## src/rtl/mem_bank_b_read_gen_pkg.sv

```systemverilog
// Shared matrix-multiplier definitions: bank B reader FSM states and tile helpers.
package mem_bank_b_read_gen_pkg;

   localparam int DIM_W = 16;

   typedef enum logic [1:0] {
      ST_IDLE,
      ST_CHECK,
      ST_STREAM,
      ST_DRAIN
   } rd_state_e;

   function automatic logic [DIM_W-1:0] ceil_tiles(input logic [DIM_W-1:0] x, input int unsigned d);
      logic [31:0] t;
      t = (32'(x) + 32'(d) - 32'd1) / 32'(d);
      return t[DIM_W-1:0];
   endfunction

   function automatic logic [DIM_W-1:0] floor_tiles(input logic [DIM_W-1:0] x, input int unsigned d);
      logic [31:0] t;
      t = 32'(x) / 32'(d);
      return t[DIM_W-1:0];
   endfunction

endpackage

```

## src/rtl/mem_bank_b_read_gen_tile_counter.sv

```systemverilog
// Wrapping tile counter: counts 0..limit-1 on en, carry-out pulses on the wrapping step.
module mem_bank_b_read_gen_tile_counter #(
   parameter int W = 16
) (
   input  logic         clk,
   input  logic         reset_n,
   input  logic         clr,
   input  logic         en,
   input  logic [W-1:0] limit,
   output logic         wrap_o
);

   logic [W-1:0] r_count;

   assign wrap_o = en && (r_count == limit - W'(1));

   always_ff @(posedge clk) begin
      if (!reset_n || clr) begin
         r_count <= '0;
      end else if (en) begin
         r_count <= wrap_o ? '0 : r_count + W'(1);
      end
   end

endmodule

```

## src/rtl/mem_bank_b_read_gen.sv

```systemverilog
// Bank B read generator: streams B words (k fastest, then column tile j, then A row tile i)
// to the array feeder, gated by writer progress and feeder back-pressure.
module mem_bank_b_read_gen
   import mem_bank_b_read_gen_pkg::*;
#(
   parameter int ARRAY_WIDTH          = 4,
   parameter int BUFFER_ADDRESS_WIDTH = 10
) (
   input  logic                            clk,
   input  logic                            reset_n,
   input  logic                            start_i,
   input  logic [DIM_W-1:0]                m,
   input  logic [DIM_W-1:0]                n,
   input  logic [DIM_W-1:0]                p,
   input  logic [DIM_W-1:0]                wr_count_i,
   output logic                            rd_en_o,
   output logic [BUFFER_ADDRESS_WIDTH-1:0] addr_o,
   output logic                            valid_o,
   input  logic                            ready_i,
   output logic                            last_k_o,
   output logic                            busy_o,
   output logic                            done_o,
   output logic                            cfg_err_o
);

   localparam int AW = BUFFER_ADDRESS_WIDTH;

   rd_state_e        r_state, w_state_next;
   logic [DIM_W-1:0] r_n, r_pt, r_mt;
   logic [AW-1:0]    r_addr;
   logic             r_valid, r_last, r_done, r_err;
   logic             w_done_next, w_err_next, w_valid_next;
   logic             w_rd_en, w_k_wrap, w_j_wrap, w_i_wrap;
   logic             w_empty, w_too_big;
   logic [32:0]      w_words;

   assign w_words   = 33'(r_n) * 33'(r_pt);
   assign w_empty   = (r_n == '0) || (r_pt == '0) || (r_mt == '0);
   assign w_too_big = w_words > (33'd1 << AW);

   // A read needs the word already written and a free output slot (empty or being taken).
   assign w_rd_en      = (r_state == ST_STREAM) && (32'(wr_count_i) > 32'(r_addr)) && (!r_valid || ready_i);
   assign w_valid_next = w_rd_en || (r_valid && !ready_i);

   mem_bank_b_read_gen_tile_counter #(.W(DIM_W)) u_cnt_k (
      .clk(clk), .reset_n(reset_n), .clr(start_i), .en(w_rd_en), .limit(r_n), .wrap_o(w_k_wrap));
   mem_bank_b_read_gen_tile_counter #(.W(DIM_W)) u_cnt_j (
      .clk(clk), .reset_n(reset_n), .clr(start_i), .en(w_k_wrap), .limit(r_pt), .wrap_o(w_j_wrap));
   mem_bank_b_read_gen_tile_counter #(.W(DIM_W)) u_cnt_i (
      .clk(clk), .reset_n(reset_n), .clr(start_i), .en(w_j_wrap), .limit(r_mt), .wrap_o(w_i_wrap));

   always_ff @(posedge clk) begin
      if (!reset_n) begin
         r_state <= ST_IDLE;
      end else begin
         r_state <= w_state_next;
      end
   end

   always_comb begin
      w_state_next = r_state;
      w_done_next  = 1'b0;
      w_err_next   = 1'b0;
      if (start_i) begin
         w_state_next = ST_CHECK;
      end else begin
         case (r_state)
            ST_CHECK: begin
               if (w_empty) begin
                  w_done_next  = 1'b1;
                  w_state_next = ST_IDLE;
               end else if (w_too_big) begin
                  w_done_next  = 1'b1;
                  w_err_next   = 1'b1;
                  w_state_next = ST_IDLE;
               end else begin
                  w_state_next = ST_STREAM;
               end
            end
            ST_STREAM: begin
               if (w_i_wrap) w_state_next = ST_DRAIN;
            end
            ST_DRAIN: begin
               if (!r_valid || ready_i) begin
                  w_done_next  = 1'b1;
                  w_state_next = ST_IDLE;
               end
            end
            default: w_state_next = r_state;
         endcase
      end
   end

   always_ff @(posedge clk) begin
      if (!reset_n) begin
         r_n     <= '0;
         r_pt    <= '0;
         r_mt    <= '0;
         r_addr  <= '0;
         r_valid <= 1'b0;
         r_last  <= 1'b0;
         r_done  <= 1'b0;
         r_err   <= 1'b0;
      end else begin
         r_done <= w_done_next;
         r_err  <= w_err_next;
         if (start_i) begin
            r_n     <= n;
            r_pt    <= floor_tiles(p, ARRAY_WIDTH);
            r_mt    <= ceil_tiles(m, ARRAY_WIDTH);
            r_addr  <= '0;
            r_valid <= 1'b0;
            r_last  <= 1'b0;
         end else begin
            r_valid <= w_valid_next;
            r_last  <= w_rd_en ? w_k_wrap : (w_valid_next && r_last);
            // Column tiles are contiguous, so +1 covers the k wrap; only a j wrap rewinds.
            if (w_rd_en) r_addr <= w_j_wrap ? '0 : r_addr + AW'(1);
         end
      end
   end

   assign rd_en_o   = w_rd_en;
   assign addr_o    = r_addr;
   assign valid_o   = r_valid;
   assign last_k_o  = r_last;
   assign busy_o    = (r_state != ST_IDLE);
   assign done_o    = r_done;
   assign cfg_err_o = r_err;

endmodule

```

## config.mk

```make
export PLATFORM = sky130hd
export DESIGN_NAME = mem_bank_b_read_gen
export DESIGN_NICKNAME = d
export VERILOG_FILES = /design/src/rtl/mem_bank_b_read_gen_pkg.sv /design/src/rtl/mem_bank_b_read_gen_tile_counter.sv /design/src/rtl/mem_bank_b_read_gen.sv
export SDC_FILE = /design/constraint.sdc
export NUM_CORES = 1
export LEC_CHECK = 0
export ABC_AREA = 1
export CAP_MARGIN = 20
export CORE_ASPECT_RATIO = 0.75
export CORE_MARGIN = 2
export CORE_UTILIZATION = 36
export CTS_CLUSTER_SIZE = 10
export DETAILED_ROUTE_END_ITERATION = 6
export SYNTH_ARGS = -nofsm -noshare
export SYNTH_HDL_FRONTEND = slang
export SYNTH_HIERARCHICAL = 1
export SYNTH_SLANG_ARGS = --single-unit
export TNS_END_PERCENT = 1
```

## constraint.sdc

```tcl
create_clock -name clk -period 10 [get_ports clk]
set_input_delay 1.5 -clock clk [delete_from_list [all_inputs] [get_ports clk]]
set_output_delay 1.5 -clock clk [all_outputs]
set_load 0.03 [all_outputs]
```

==> flow_metrics.env, run 1 <==
export IMPL_rows=67
export IMPL_clkSlewWorstSetupHoldPaths_ns=0.07
export IMPL_synth_area_mm2=0.0161
export IMPL_die_y_um=187
export IMPL_synth_top_area_share_pct=20.5
export IMPL_status="finished, final reports clean"
export IMPL_clkSinkCount=109
export IMPL_tns_ns=0
export IMPL_yosysTopAreaCell="fa_1"
export IMPL_ios=84
export IMPL_syn_inst=2408
export IMPL_grt_max_degree=38
export IMPL_grt_pass1_vias=14000
export IMPL_setup_worst_path_start_class="primary input"
export IMPL_grt_usage_pct=18.9
export IMPL_yosys_top_cells_area="fa_1 21%, nand2_1 17%, dfxtp_1 14%, inv_1 12%, ha_1 8.6%"
export IMPL_setup_viol=0
export IMPL_fmax_mhz=132
export IMPL_critPathKind="primary input to flop"
export IMPL_numPortBuffers=81
export IMPL_slew_violations=0
export IMPL_skew_ns=0.0102
export IMPL_slowest_stage="nor2_1"
export IMPL_end_kind="flop"
export IMPL_relSlewSlack_pct=22.2
export IMPL_cp_max_fo=16
export IMPL_grt_pass1_wl_um=71200
export IMPL_routed_wl_um=43200
export IMPL_maxCapViolations=0
export IMPL_ir_drop_uv=67.7
export IMPL_antenna_left=0
export IMPL_drive_gt1_share_pct=6.35
export IMPL_period_share_pct=75.9
export IMPL_postSynthAreaPerCell_um2=6.68
export IMPL_cp_required_ns=10.31
export IMPL_rsz0062_at_grt="no"
export IMPL_critPathArrivalTime_ns=7.90
export IMPL_start_util_pct=36.2
export IMPL_drtIter0Drc=1123
export IMPL_cts_setup_buffers=0
export IMPL_tritoncts="yes"
export IMPL_tightestPinTransition_ns=1.16
export IMPL_area_growth_pct=11.0
export IMPL_clockBufferDepth=2
export IMPL_core_area_mm2=0.0444
export IMPL_clk_latency_ns=0.36
export IMPL_yosysWarningCount=6
export IMPL_drc_errors=0
export IMPL_finalHoldViolations=0
export IMPL_setup_ws_ns=2.41
export IMPL_dieArea_mm2=0.0464
export IMPL_yosysSeqAreaShare_pct=13.6
export IMPL_ys_seq_elements=109
export IMPL_final_common_cell="nand2_1"
export IMPL_die_w_um=248
export IMPL_crit_top_cell="nand2_1"
export IMPL_via_count=14700
export IMPL_antenna_found_initial=0
export IMPL_hold_class="flop to flop"
export IMPL_cts_hold_buf=0
export IMPL_place_ws_ns=2.18
export IMPL_layout_common_cells="750 x nand2_1, 515 x inv_1, 165 x fa_1"
export IMPL_gr_total_overflow=0
export IMPL_detail_route_wl_per_cell_um=14.2
export IMPL_gp_congestion=0.858
export IMPL_antennaDiodeCount=0
export IMPL_drtPass1Iterations=5
export IMPL_viasPerCell=4.83
export IMPL_slowest_delay_ns=0.57
export IMPL_fin_crit_ns=7.59
export IMPL_nFillCells=4659
export IMPL_h_tree_depth=3
export IMPL_dp_hpwl_um=34800
export IMPL_cts_made_buffers=9
export IMPL_cts_root_buf="clkbuf_16"
export IMPL_p_per_area_mw_per_mm2=78.1
export IMPL_p_leak_nw=9.63
export IMPL_nets=2794
export IMPL_cts_resized=0
export IMPL_ys_types=49
==> worst max-delay path, delay by kind of cell <==
| kind | cells | cell delay (ns) |
|---|---|---|
| compound gates | 6 | 0.75 |
| simple gates | 24 | 4.27 |
| fa+ha+maj | 1 | 0.30 |
| buf+inv | 4 | 1.09 |
==> stage by stage <==
step	hold slack [ns]	utilization [%]	instance area, µm²	std cells	power [mW]
final	0.471	40.2	17900	3041	1.39
after global routing	0.485	40.2	17900	3041	1.50
after detailed placement	0.461	39.4	17500	3025	0.997
after CTS	0.475	40.2	17900	3041	1.41
after global placement	0.453	39.4	17500	3024	0.988
after floorplan	0.451	-	16100	2411	0.842
==> final timing paths <==
check	start	endpoint	slack, ns	cells past startpoint
worst max register to register	r_n[5]	done_o	3.16	24
worst min register to register	last_k_o	last_k_o	0.47	2
worst min-delay path	last_k_o	last_k_o	0.47	2
worst max-delay path	wr_count_i[3]	r_state[0]	2.41	35
==> final cells by class <==
| type | count | area, µm² | area share [%] |
|---|---|---|---|
| Tap cell | 586 | 733 | 4.11 |
| Sequential cell | 109 | 2180 | 12.2 |
| Clock buffer | 12 | 256 | 1.44 |
| Multi-Input combinational cell | 1698 | 11600 | 65.2 |
| Inverter | 532 | 2000 | 11.2 |
| Timing Repair Buffer | 100 | 973 | 5.45 |
| Clock inverter | 4 | 77.6 | 0.434 |
==> report_power, final <==
part | internal [mW] | switching [mW]
Combinational | 0.193 | 0.313
Sequential | 0.445 | 0.0385
Clock | 0.235 | 0.169
==> metal layers <==
metal / vias to the layer above / GRT usage (%) / routed length [µm]
met3: 27 / 3.11 / 2890
li1: 7372 / - / -
met4: 0 / 2.84 / 476
met5: - / 0 / 0
met1: 6905 / 29.2 / 21800
met2: 370 / 27.9 / 18100
==> flip-flops by register name, indices dropped and copies added (netlist names) <==
name,cells
last_k_o,1
valid_o,1
done_o,1
r_state,2
r_pt,14
cfg_err_o,1
r_mt,15
addr_o,10
u_cnt_k/r_count,16
u_cnt_i/r_count,16
r_n,16
u_cnt_j/r_count,16
==> cells in the mapped netlist (all sizes together) <==
| library cell | count |
|---|---|
| clkinv | 1 |
| fa | 165 |
| a21o | 1 |
| nand3b | 11 |
| nand2 | 772 |
| nand3 | 118 |
| o31ai | 6 |
| a22oi | 1 |
| and3b | 3 |
| nor3b | 27 |
| o211ai | 1 |
| a41oi | 1 |
| and2 | 9 |
| buf | 13 |
| nor2 | 177 |
| clkbuf | 59 |
| o2111ai | 1 |
| o21ai | 34 |
| a21oi | 59 |
| ha | 111 |
| a22o | 18 |
| nand4 | 34 |
| xor2 | 53 |
| nor3 | 22 |
| conb | 1 |
| xnor2 | 19 |
| nor4 | 27 |
| or2 | 5 |
| a32oi | 4 |
| o21bai | 5 |
| o41ai | 1 |
| and3 | 9 |
| dfxtp | 109 |
| inv | 531 |
==> cell families (layout without fill, tap and decap cells) <==
group / count (synthesis) / count (layout) / share of synthesized area (%)
buf+inv: 604 / 648 / 14.2
simple gates: 1214 / 1214 / 34.1
other cells: 1 / 4 / 0.0233
flops: 109 / 109 / 13.6
compound gates: 132 / 132 / 5.01
fa+ha+maj: 276 / 276 / 29.2
xor+xnor: 72 / 72 / 3.92
(Power assumes the default switching activity.)
==> inputs of run 2 (changes only) <==
- clock period: 10 -> 6.8 ns (I/O delays scaled with it)
==> flow_metrics.env, run 2 (synthesis gave the netlist of run 1 again) <==
export IMPL_status="finished, final reports clean"
export IMPL_r2r_start="r_pt[9]"
export IMPL_worstReg2RegEnd="done_o"
export IMPL_cp_max_fo=14
export IMPL_nets=2820
export IMPL_viasPerCell=4.84
export IMPL_critPathBufInv=5
export IMPL_layout_common_cells="750 x nand2_1, 515 x inv_1, 165 x fa_1"
export IMPL_slowest_delay_ns=0.76
export IMPL_tns_ns=0
export IMPL_clkSinkCount=109
export IMPL_multi_input_area_mm2=0.0116
export IMPL_min_to="last_k_o"
export IMPL_p_leak_nw=9.75
export IMPL_drive_gt1_share_pct=7.50
export IMPL_cts_setup_buffers=0
export IMPL_share_comb_of_total_power_pct=37.3
export IMPL_cts_hold_buf=0
export IMPL_slew_violations=0
export IMPL_crit_top_cell="nand2_1"
export IMPL_final_common_cell="nand2_1"
export IMPL_internal_power_mw=1.24
export IMPL_die_w_um=248
export IMPL_start_util_pct=36.2
export IMPL_cts_root_buf="clkbuf_16"
export IMPL_detail_route_wl_per_cell_um=14.1
export IMPL_drc_errors=0
export IMPL_fmax_mhz=156
export IMPL_pwr_share_seq_pct=35.7
export IMPL_drtPass1Iterations=6
export IMPL_via_count=14800
export IMPL_swShare_pct=38.4
export IMPL_core_area_mm2=0.0444
export IMPL_finalHoldViolations=0
export IMPL_setup_worst_path_start_class="flop"
export IMPL_grt_usage_pct=18.9
export IMPL_routed_wl_um=43100
export IMPL_rsz0062_at_grt="no"
export IMPL_crit_family="adder cells"
export IMPL_hold_depth=2
export IMPL_tightestPinTransition_ns=0.892
export IMPL_gr_total_overflow=0
export IMPL_p_switching_mw=0.771
export IMPL_dpl_cell_area_mm2=0.0177
export IMPL_antenna_found_initial=0
export IMPL_grt_max_degree=48
export IMPL_drtIter0Drc=890
export IMPL_setup_viol=0
export IMPL_hold_class="flop to flop"
export IMPL_grt_pass1_wl_um=71500
export IMPL_seqCellArea_mm2=0.00218
export IMPL_critPathKind="flop to flop"
export IMPL_fin_crit_ns=6.40
export IMPL_slowest_stage="dfxtp_1"
export IMPL_nFillCells=4691
export IMPL_critPathArrivalTime_ns=6.64
export IMPL_cp_required_ns=7.04
export IMPL_clkSlewWorstSetupHoldPaths_ns=0.08
export IMPL_r2r_cells=26
export IMPL_gp_congestion=0.888
export IMPL_ios=84
export IMPL_tritoncts="yes"
export IMPL_reg2reg_setup_slack_ns=0.40
export IMPL_skew_ns=0.0118
export IMPL_clockPowerShare_pct=27.0
export IMPL_h_tree_depth=3
export IMPL_die_y_um=187
export IMPL_p_per_area_mw_per_mm2=111
export IMPL_dieArea_mm2=0.0464
export IMPL_clk_latency_ns=0.36
export IMPL_numPortBuffers=81
export IMPL_min_from="last_k_o"
export IMPL_area_growth_pct=12.0
export IMPL_maxCapViolations=0
export IMPL_ir_drop_uv=92.4
export IMPL_cts_made_buffers=9
export IMPL_relSlewSlack_pct=40.5
export IMPL_dp_hpwl_um=36000
export IMPL_period_share_pct=94.1
export IMPL_end_kind="flop"
export IMPL_rows=67
export IMPL_stdcell_area_mm2=0.0180
export IMPL_clockBufferDepth=2
export IMPL_grt_pass1_vias=14000
export IMPL_antennaDiodeCount=0
export IMPL_antenna_left=0
-- run 2: area by class of cell --
class | instances | share of cell area (%)
multi-input combinational | 1698 | 64.6
sequential | 109 | 12.1
inverter | 532 | 11.1
timing repair buffer | 126 | 6.44
tap | 586 | 4.07
clock buffer | 9 | 1.25
clock inverter | 6 | 0.410
-- run 2: timing repair --
| action | in CTS | in global routing |
|---|---|---|
| resized for setup | 0 | 4 |
| hold endpoints to repair | 0 | 0 |
| endpoints found under the setup margin | 0 | 18 |
-- run 2: power groups by stage --
stage	Clock, mW	Sequential, mW	Combinational, mW
floorplan	0	0.688	0.551
global placement	0	0.728	0.734
detailed placement	0	0.729	0.743
CTS	0.552	0.714	0.751
global route	0.576	0.719	0.858
finish	0.542	0.716	0.749
-- run 2: per-stage QoR --
stage	hold slack, ns	util [%]	worst slack [ns]	power [mW]	cells
floorplan	0.451	-	0.960	1.24	2411
global placement	0.464	39.8	0.343	1.46	3050
detailed placement	0.468	39.8	0.317	1.47	3050
CTS	0.478	40.5	0.424	2.02	3065
global route	0.492	40.6	0.0199	2.15	3066
finish	0.474	40.6	0.402	2.01	3066
-- run 2: metal layers --
layer	share of wire [%]	wire (µm)	GRT usage [%]	up-vias
met2	41	17800	27.6	404
met4	0.91	391	2.36	0
met3	6.9	2960	2.87	30
li1	-	-	-	7408
met1	51	22000	29.8	6987
met5	0	0	0	-
-- run 2: worst max-delay path by stage --
stage | from | to | slack (ns) | depth (start not counted)
5_1_grt | r_n[3] | done_o | 0.02 | 24
3_3_place_gp | wr_count_i[3] | u_cnt_i/r_count[10] | 0.34 | 33
4_1_cts | r_pt[4] | done_o | 0.42 | 27
6_report | r_pt[9] | done_o | 0.40 | 26
3_5_place_dp | wr_count_i[5] | u_cnt_i/r_count[14] | 0.32 | 35
2_1_floorplan | r_pt[7] | done_o | 0.96 | 29
-- run 2: worst min-delay path, stage by stage (launching register included) --
cell	delay [ns]
dfxtp_1	0.32
nand2_1	0.06
a21oi_1	0.05
